--- config.mk ---
export PLATFORM = sky130hd
export DESIGN_NAME = reaction_ctrl
export DESIGN_NICKNAME = d
export VERILOG_FILES = /design/src/rtl/reaction_ctrl.sv
export SDC_FILE = /design/constraint.sdc
export NUM_CORES = 1
export LEC_CHECK = 0
export CAP_MARGIN = 0
export CORE_MARGIN = 4
export CORE_UTILIZATION = 50
export DETAILED_ROUTE_END_ITERATION = 8
export PLACE_DENSITY = 0.87
export SLEW_MARGIN = 40
export SYNTH_ARGS = -nofsm -noshare
export SYNTH_HDL_FRONTEND = slang
export SYNTH_SLANG_ARGS = --single-unit
--- constraint.sdc ---
create_clock -name clock -period 2.07 [get_ports clock]
set_input_delay 0.414 -clock clock [delete_from_list [all_inputs] [get_ports clock]]
set_output_delay 0.414 -clock clock [all_outputs]
set_load 0.05 [all_outputs]
--- src/rtl/reaction_ctrl.sv ---
// Reaction-timer game sequencer: drives the countdown, lights the LED and times the press.
// Optional best-time tracking is enabled by defining BEST_TIME_EN.
module reaction_ctrl #(
  parameter int MAX_TIME = 999,
  parameter int MIN_WAIT = 100
) (
  input  logic       clock,
  input  logic       reset,
  input  logic       start_btn,
  input  logic       react_btn,
  input  logic [8:0] lfsr_value,
  input  logic       cd_done,
  output logic [1:0] cd_state,
  output logic [8:0] cd_start,
  output logic       led,
  output logic [9:0] react_time,
  output logic       time_valid,
`ifdef BEST_TIME_EN
  output logic [9:0] best_time,
`endif
  output logic       early
);

  localparam logic [9:0] MAX_T = 10'(MAX_TIME);
  localparam logic [8:0] MIN_W = 9'(MIN_WAIT);

  typedef enum logic [2:0] {
    S_IDLE,
    S_LOAD,
    S_WAIT,
    S_REACT,
    S_SHOW
  } state_e;

  state_e     state_q, state_d;
  logic       start_q, react_q;
  logic [1:0] cd_state_q, cd_state_d;
  logic [8:0] cd_start_q, cd_start_d;
  logic       led_q, led_d;
  logic [9:0] rt_q, rt_d;
  logic       valid_q, valid_d;
  logic       early_q, early_d;
  logic [9:0] cnt_q, cnt_d;
  logic       start_edge, react_edge;
`ifdef BEST_TIME_EN
  logic [9:0] best_q, best_d;
`endif

  assign start_edge = start_btn & ~start_q;
  assign react_edge = react_btn & ~react_q;

  always_comb begin
    state_d    = state_q;
    cd_state_d = cd_state_q;
    cd_start_d = cd_start_q;
    led_d      = led_q;
    rt_d       = rt_q;
    valid_d    = valid_q;
    early_d    = early_q;
    cnt_d      = cnt_q;
`ifdef BEST_TIME_EN
    best_d     = best_q;
`endif
    unique case (state_q)
      S_IDLE, S_SHOW: begin
        if (start_edge) begin
          state_d    = S_LOAD;
          cd_state_d = 2'd1;
          cd_start_d = (lfsr_value < MIN_W) ? MIN_W : lfsr_value;
          early_d    = 1'b0;
          valid_d    = 1'b0;
          rt_d       = '0;
        end
      end
      S_LOAD: begin
        state_d    = S_WAIT;
        cd_state_d = 2'd2;
      end
      S_WAIT: begin
        // A press beats a simultaneous cd_done: it is still a false start.
        if (react_edge) begin
          state_d    = S_SHOW;
          cd_state_d = 2'd3;
          early_d    = 1'b1;
          rt_d       = MAX_T;
          valid_d    = 1'b0;
        end else if (cd_done) begin
          state_d    = S_REACT;
          cd_state_d = 2'd3;
          led_d      = 1'b1;
          cnt_d      = '0;
        end
      end
      S_REACT: begin
        if (react_edge) begin
          state_d = S_SHOW;
          rt_d    = cnt_q;
          valid_d = 1'b1;
          led_d   = 1'b0;
`ifdef BEST_TIME_EN
          if (cnt_q < best_q) best_d = cnt_q;
`endif
        end else if (cnt_q == MAX_T) begin
          state_d = S_SHOW;
          rt_d    = MAX_T;
          valid_d = 1'b0;
          early_d = 1'b0;
          led_d   = 1'b0;
        end else begin
          cnt_d = cnt_q + 10'd1;
        end
      end
      default: begin
        state_d    = S_IDLE;
        cd_state_d = 2'd0;
        led_d      = 1'b0;
      end
    endcase
  end

  always_ff @(posedge clock) begin
    if (reset) begin
      state_q    <= S_IDLE;
      start_q    <= 1'b0;
      react_q    <= 1'b0;
      cd_state_q <= 2'd0;
      cd_start_q <= '0;
      led_q      <= 1'b0;
      rt_q       <= '0;
      valid_q    <= 1'b0;
      early_q    <= 1'b0;
      cnt_q      <= '0;
`ifdef BEST_TIME_EN
      best_q     <= MAX_T;
`endif
    end else begin
      state_q    <= state_d;
      start_q    <= start_btn;
      react_q    <= react_btn;
      cd_state_q <= cd_state_d;
      cd_start_q <= cd_start_d;
      led_q      <= led_d;
      rt_q       <= rt_d;
      valid_q    <= valid_d;
      early_q    <= early_d;
      cnt_q      <= cnt_d;
`ifdef BEST_TIME_EN
      best_q     <= best_d;
`endif
    end
  end

  assign cd_state   = cd_state_q;
  assign cd_start   = cd_start_q;
  assign led        = led_q;
  assign react_time = rt_q;
  assign time_valid = valid_q;
  assign early      = early_q;
`ifdef BEST_TIME_EN
  assign best_time  = best_q;
`endif

endmodule
==> results.tsv <==
stage	metric	value	unit
die	initial core utilization	52.9	%
placed_design	Post-DP Area	2250	um^2
final_layout	Core Util, Final	69.1	%
setup_path	slowest cell delay on critical path	820	ps
grt	vias in the first global route	1648	
clock_tree	CTS max path bufs	2	
sta	Tcrit/Tclk final	94.4	%
detailed_routing	DRT antenna net count	0	
sta	Max Freq	0.512	GHz
yosys	post-synth top area share	43.5	%
final_layout	post-route cell area	2340	um^2
die	die span in x	67.9	um
clock_tree	cts repair resizes	0	
clock_tree	CTS tree	yes	
final_layout	layout cells sized above 1	8.49	%
yosys	xor-xnor portion of the synthesized cell area	0.488	%
yosys	Synth Area in Adders	0.697	%
sta	setup violators final	0	
yosys	syn_area_per_cell	8.35	um^2
placed_design	GP Congestion	0.903	
setup_path	WP data required	1660	ps
final_layout	commonest non-fill, non-tap cells in the layout	39 x dfxtp_1, 37 x clkdlybuf4s50_1, 20 x a21oi_1, 16 x nand3_1, 15 x o21ai_0	
worst_hold_path	WHS Endpoint	cd_state[1]	
yosys	post-synthesis mux area share	1.67	%
setup_path	CP delay by family, top	buffers and inverters	
setup_path	CP Launch Type	flip-flop	
yosys	Post-synth EDFFs	0	
yosys	largest family of logic cells by synthesized area	simple AND/OR/NAND/NOR gates	
yosys	synth top area cells	dfxtp_1 44%, a21oi_1 5.6%, nand3_1 4.5%, o21ai_0 4.2%, nor3_1 3.9%	
clock_tree	Setup Fix Bufs, Post-CTS	0	
grt	initial antenna violation count	0	
clock_tree	CTS H-Tree Depth	2	
worst_hold_path	hold_sp	cd_state[1]	
yosys	yosys warns	0	
detailed_routing	Vias	1737	
sta	relative slew slack	64.8	%
job	max_cap viols	0	
yosys	dominant synthesized flop cell	dfxtp_1	
yosys	Post-Syn Area	1790	um^2
worst_hold_path	Hold WC Path Type	reg -> reg	
final_layout	multi-input combinational cell area	948	um^2
die	DIE AREA	4610	um^2
setup_path	CP max FO	3	
clock_tree	number of buffers created by CTS	5	
worst_hold_path	WHS Path Cells	2	
power	Peak VDD IR	582	uV
setup_path	Critical R2R Capture	cnt_q[7]	
final_layout	commonest non-fill, non-tap cell in the layout	dfxtp_1	
setup_path	FF-to-FF path depth	4	
setup_path	Crit path buffers/inverters	1	
clock_tree	Root Driver	clkbuf_4	
yosys	sequential area share after synthesis	43.5	%
sta	worst-margin pin slew	527	ps
setup_path	Crit. End Element	primary output	
setup_path	CP max-delay cell	clkdlybuf4s50_1	
yosys	Synth Area in Simple Gates	28.3	%
clock_tree	cts hold-fix bufs	0	
sta	RSZ-0062 raised after global routing	no	
detailed_routing	via density per instance	5.70	
detailed_routing	total wire length	4250	um
power	leakage	0.837	nW
die	Die H	67.9	um
sta	clk_skew	9.81	ps
setup_path	R2R Setup Slk	310	ps
yosys	Compound-Gate Fraction of Synth Area	21.7	%
sta	max-slew violation count	0	
setup_path	WS Path Type	reg -> out	
yosys	Synth cell types	40	
grt	grt total ovfl	0	
power	pwr/cell area	791	nW/um^2
clock_tree	Worst-path clk slew	120	ps
die	Row Count	21	
final_layout	nets	273	
grt	first-pass GRT wire length	7200	um
sta	Fin. Hold Viols	0	
placed_design	IO buf count	37	
yosys	post-synthesis register bit count	39	
detailed_routing	TritonRoute pass-1 iters	5	
grt	largest net degree at the start of global routing	25	
placed_design	hpwl dp	3160	um
status	status	complete, no violations	
setup_path	r2r startpoint	state_q[2]	
clock_tree	clock latency on the worst-skew pair	340	ps
final_layout	register area	781	um^2
final_layout	FILL cells	285	
final_layout	Inserted Diodes	0	
die	Core Box Area	3390	um^2
setup_path	Cell Chain, Critical Path	clkdlybuf4s50_1	
yosys	cell count after synthesis	215	
yosys	Synth area leader	dfxtp_1	
detailed_routing	DRC viols	0	
setup_path	critical path arrival	1540	ps
sta	Period minus WS final	1950	ps
clock_tree	clk sinks	39	
final_layout	area delta synth->final	30.5	%
yosys	ys async rst share	0	%
detailed_routing	wire per inst	13.9	um
grt	GRT Total Usage	20.1	%
die	Top Ports	38	
yosys	Syn Nets	230	
detailed_routing	Iter 0 DRT Violations	133	
==> worst max-delay path by stage <==
stage	start	endpoint	slack, ps	cells after the start
finish	early	early	120	1
global route	early	early	60	1
CTS	early	early	100	1
detailed placement	react_btn	cnt_q[7]	-70	5
global placement	react_btn	cnt_q[7]	-20	5
floorplan	react_btn	cnt_q[7]	260	6
==> power breakdown <==
group	switching, W	internal [W]	leakage [nW]	total [W]
Sequential	0.0000286	0.000797	0.317	0.000826
Clock	0.000249	0.000286	0.0482	0.000535
Combinational	0.000310	0.000183	0.471	0.000492
==> stage by stage <==
step	hold slack [ps]	setup TNS (ps)	std cells	setup slack (ps)	total power, W
after floorplan	448	0	215	255	0.00116
after CTS	463	0	305	103	0.00186
after global routing	485	0	305	58.3	0.00194
final	459	0	305	116	0.00185
after global placement	433	-23.1	297	-16.2	0.00132
after detailed placement	443	-178	297	-66.3	0.00133
==> flip-flops by register name, indices dropped and copies added, names as in the netlist <==
register	flops
cnt_q	10
react_time	10
cd_start	9
state_q	3
cd_state	2
early	1
led	1
react_q	1
start_q	1
time_valid	1
==> area by class of cell <==
type	count	area share, %
multi-input combinational	161	40.5
tap	46	2.46
sequential	39	33.4
timing repair buffer	49	19.7
inverter	2	0.321
clock inverter	2	1.50
clock buffer	6	2.19
==> cell usage after synthesis (2+ instances only) <==
| master | count |
|---|---|
| dfxtp_1 | 39 |
| a21oi_1 | 20 |
| nand3_1 | 16 |
| o21ai_0 | 15 |
| nor2_1 | 14 |
| nor3_1 | 14 |
| nand2_1 | 13 |
| clkbuf_1 | 11 |
| a21o_1 | 9 |
| nand2b_1 | 8 |
| nand4_1 | 6 |
| nor2b_1 | 6 |
| a22o_1 | 4 |
| or3_1 | 4 |
| a31oi_1 | 3 |
| and3_1 | 3 |
| mux2i_1 | 3 |
| a2111oi_0 | 2 |
| a32oi_1 | 2 |
| and2_1 | 2 |
| inv_1 | 2 |
==> cells by family (layout without fill, tap and decap cells) <==
logic type               Yosys count  count (layout)
AO/OA/AOI/OAI                     62              62
XOR/XNOR                           1               1
adder cells (fa/ha/maj)            1               1
buffers and inverters             15              59
flip-flops                        39              39
multiplexers                       3               3
AND/OR/NAND/NOR                   94              94
==> metal layers <==
| layer | routed length, um | GRT usage, % |
|---|---|---|
| met1 | 1840 | 24.1 |
| met2 | 2130 | 35.5 |
| met3 | 241 | 5.25 |
| met4 | 31 | 5.21 |
| met5 | 0 | 0 |
No activity file was read; power rests on OpenSTA's default activity.
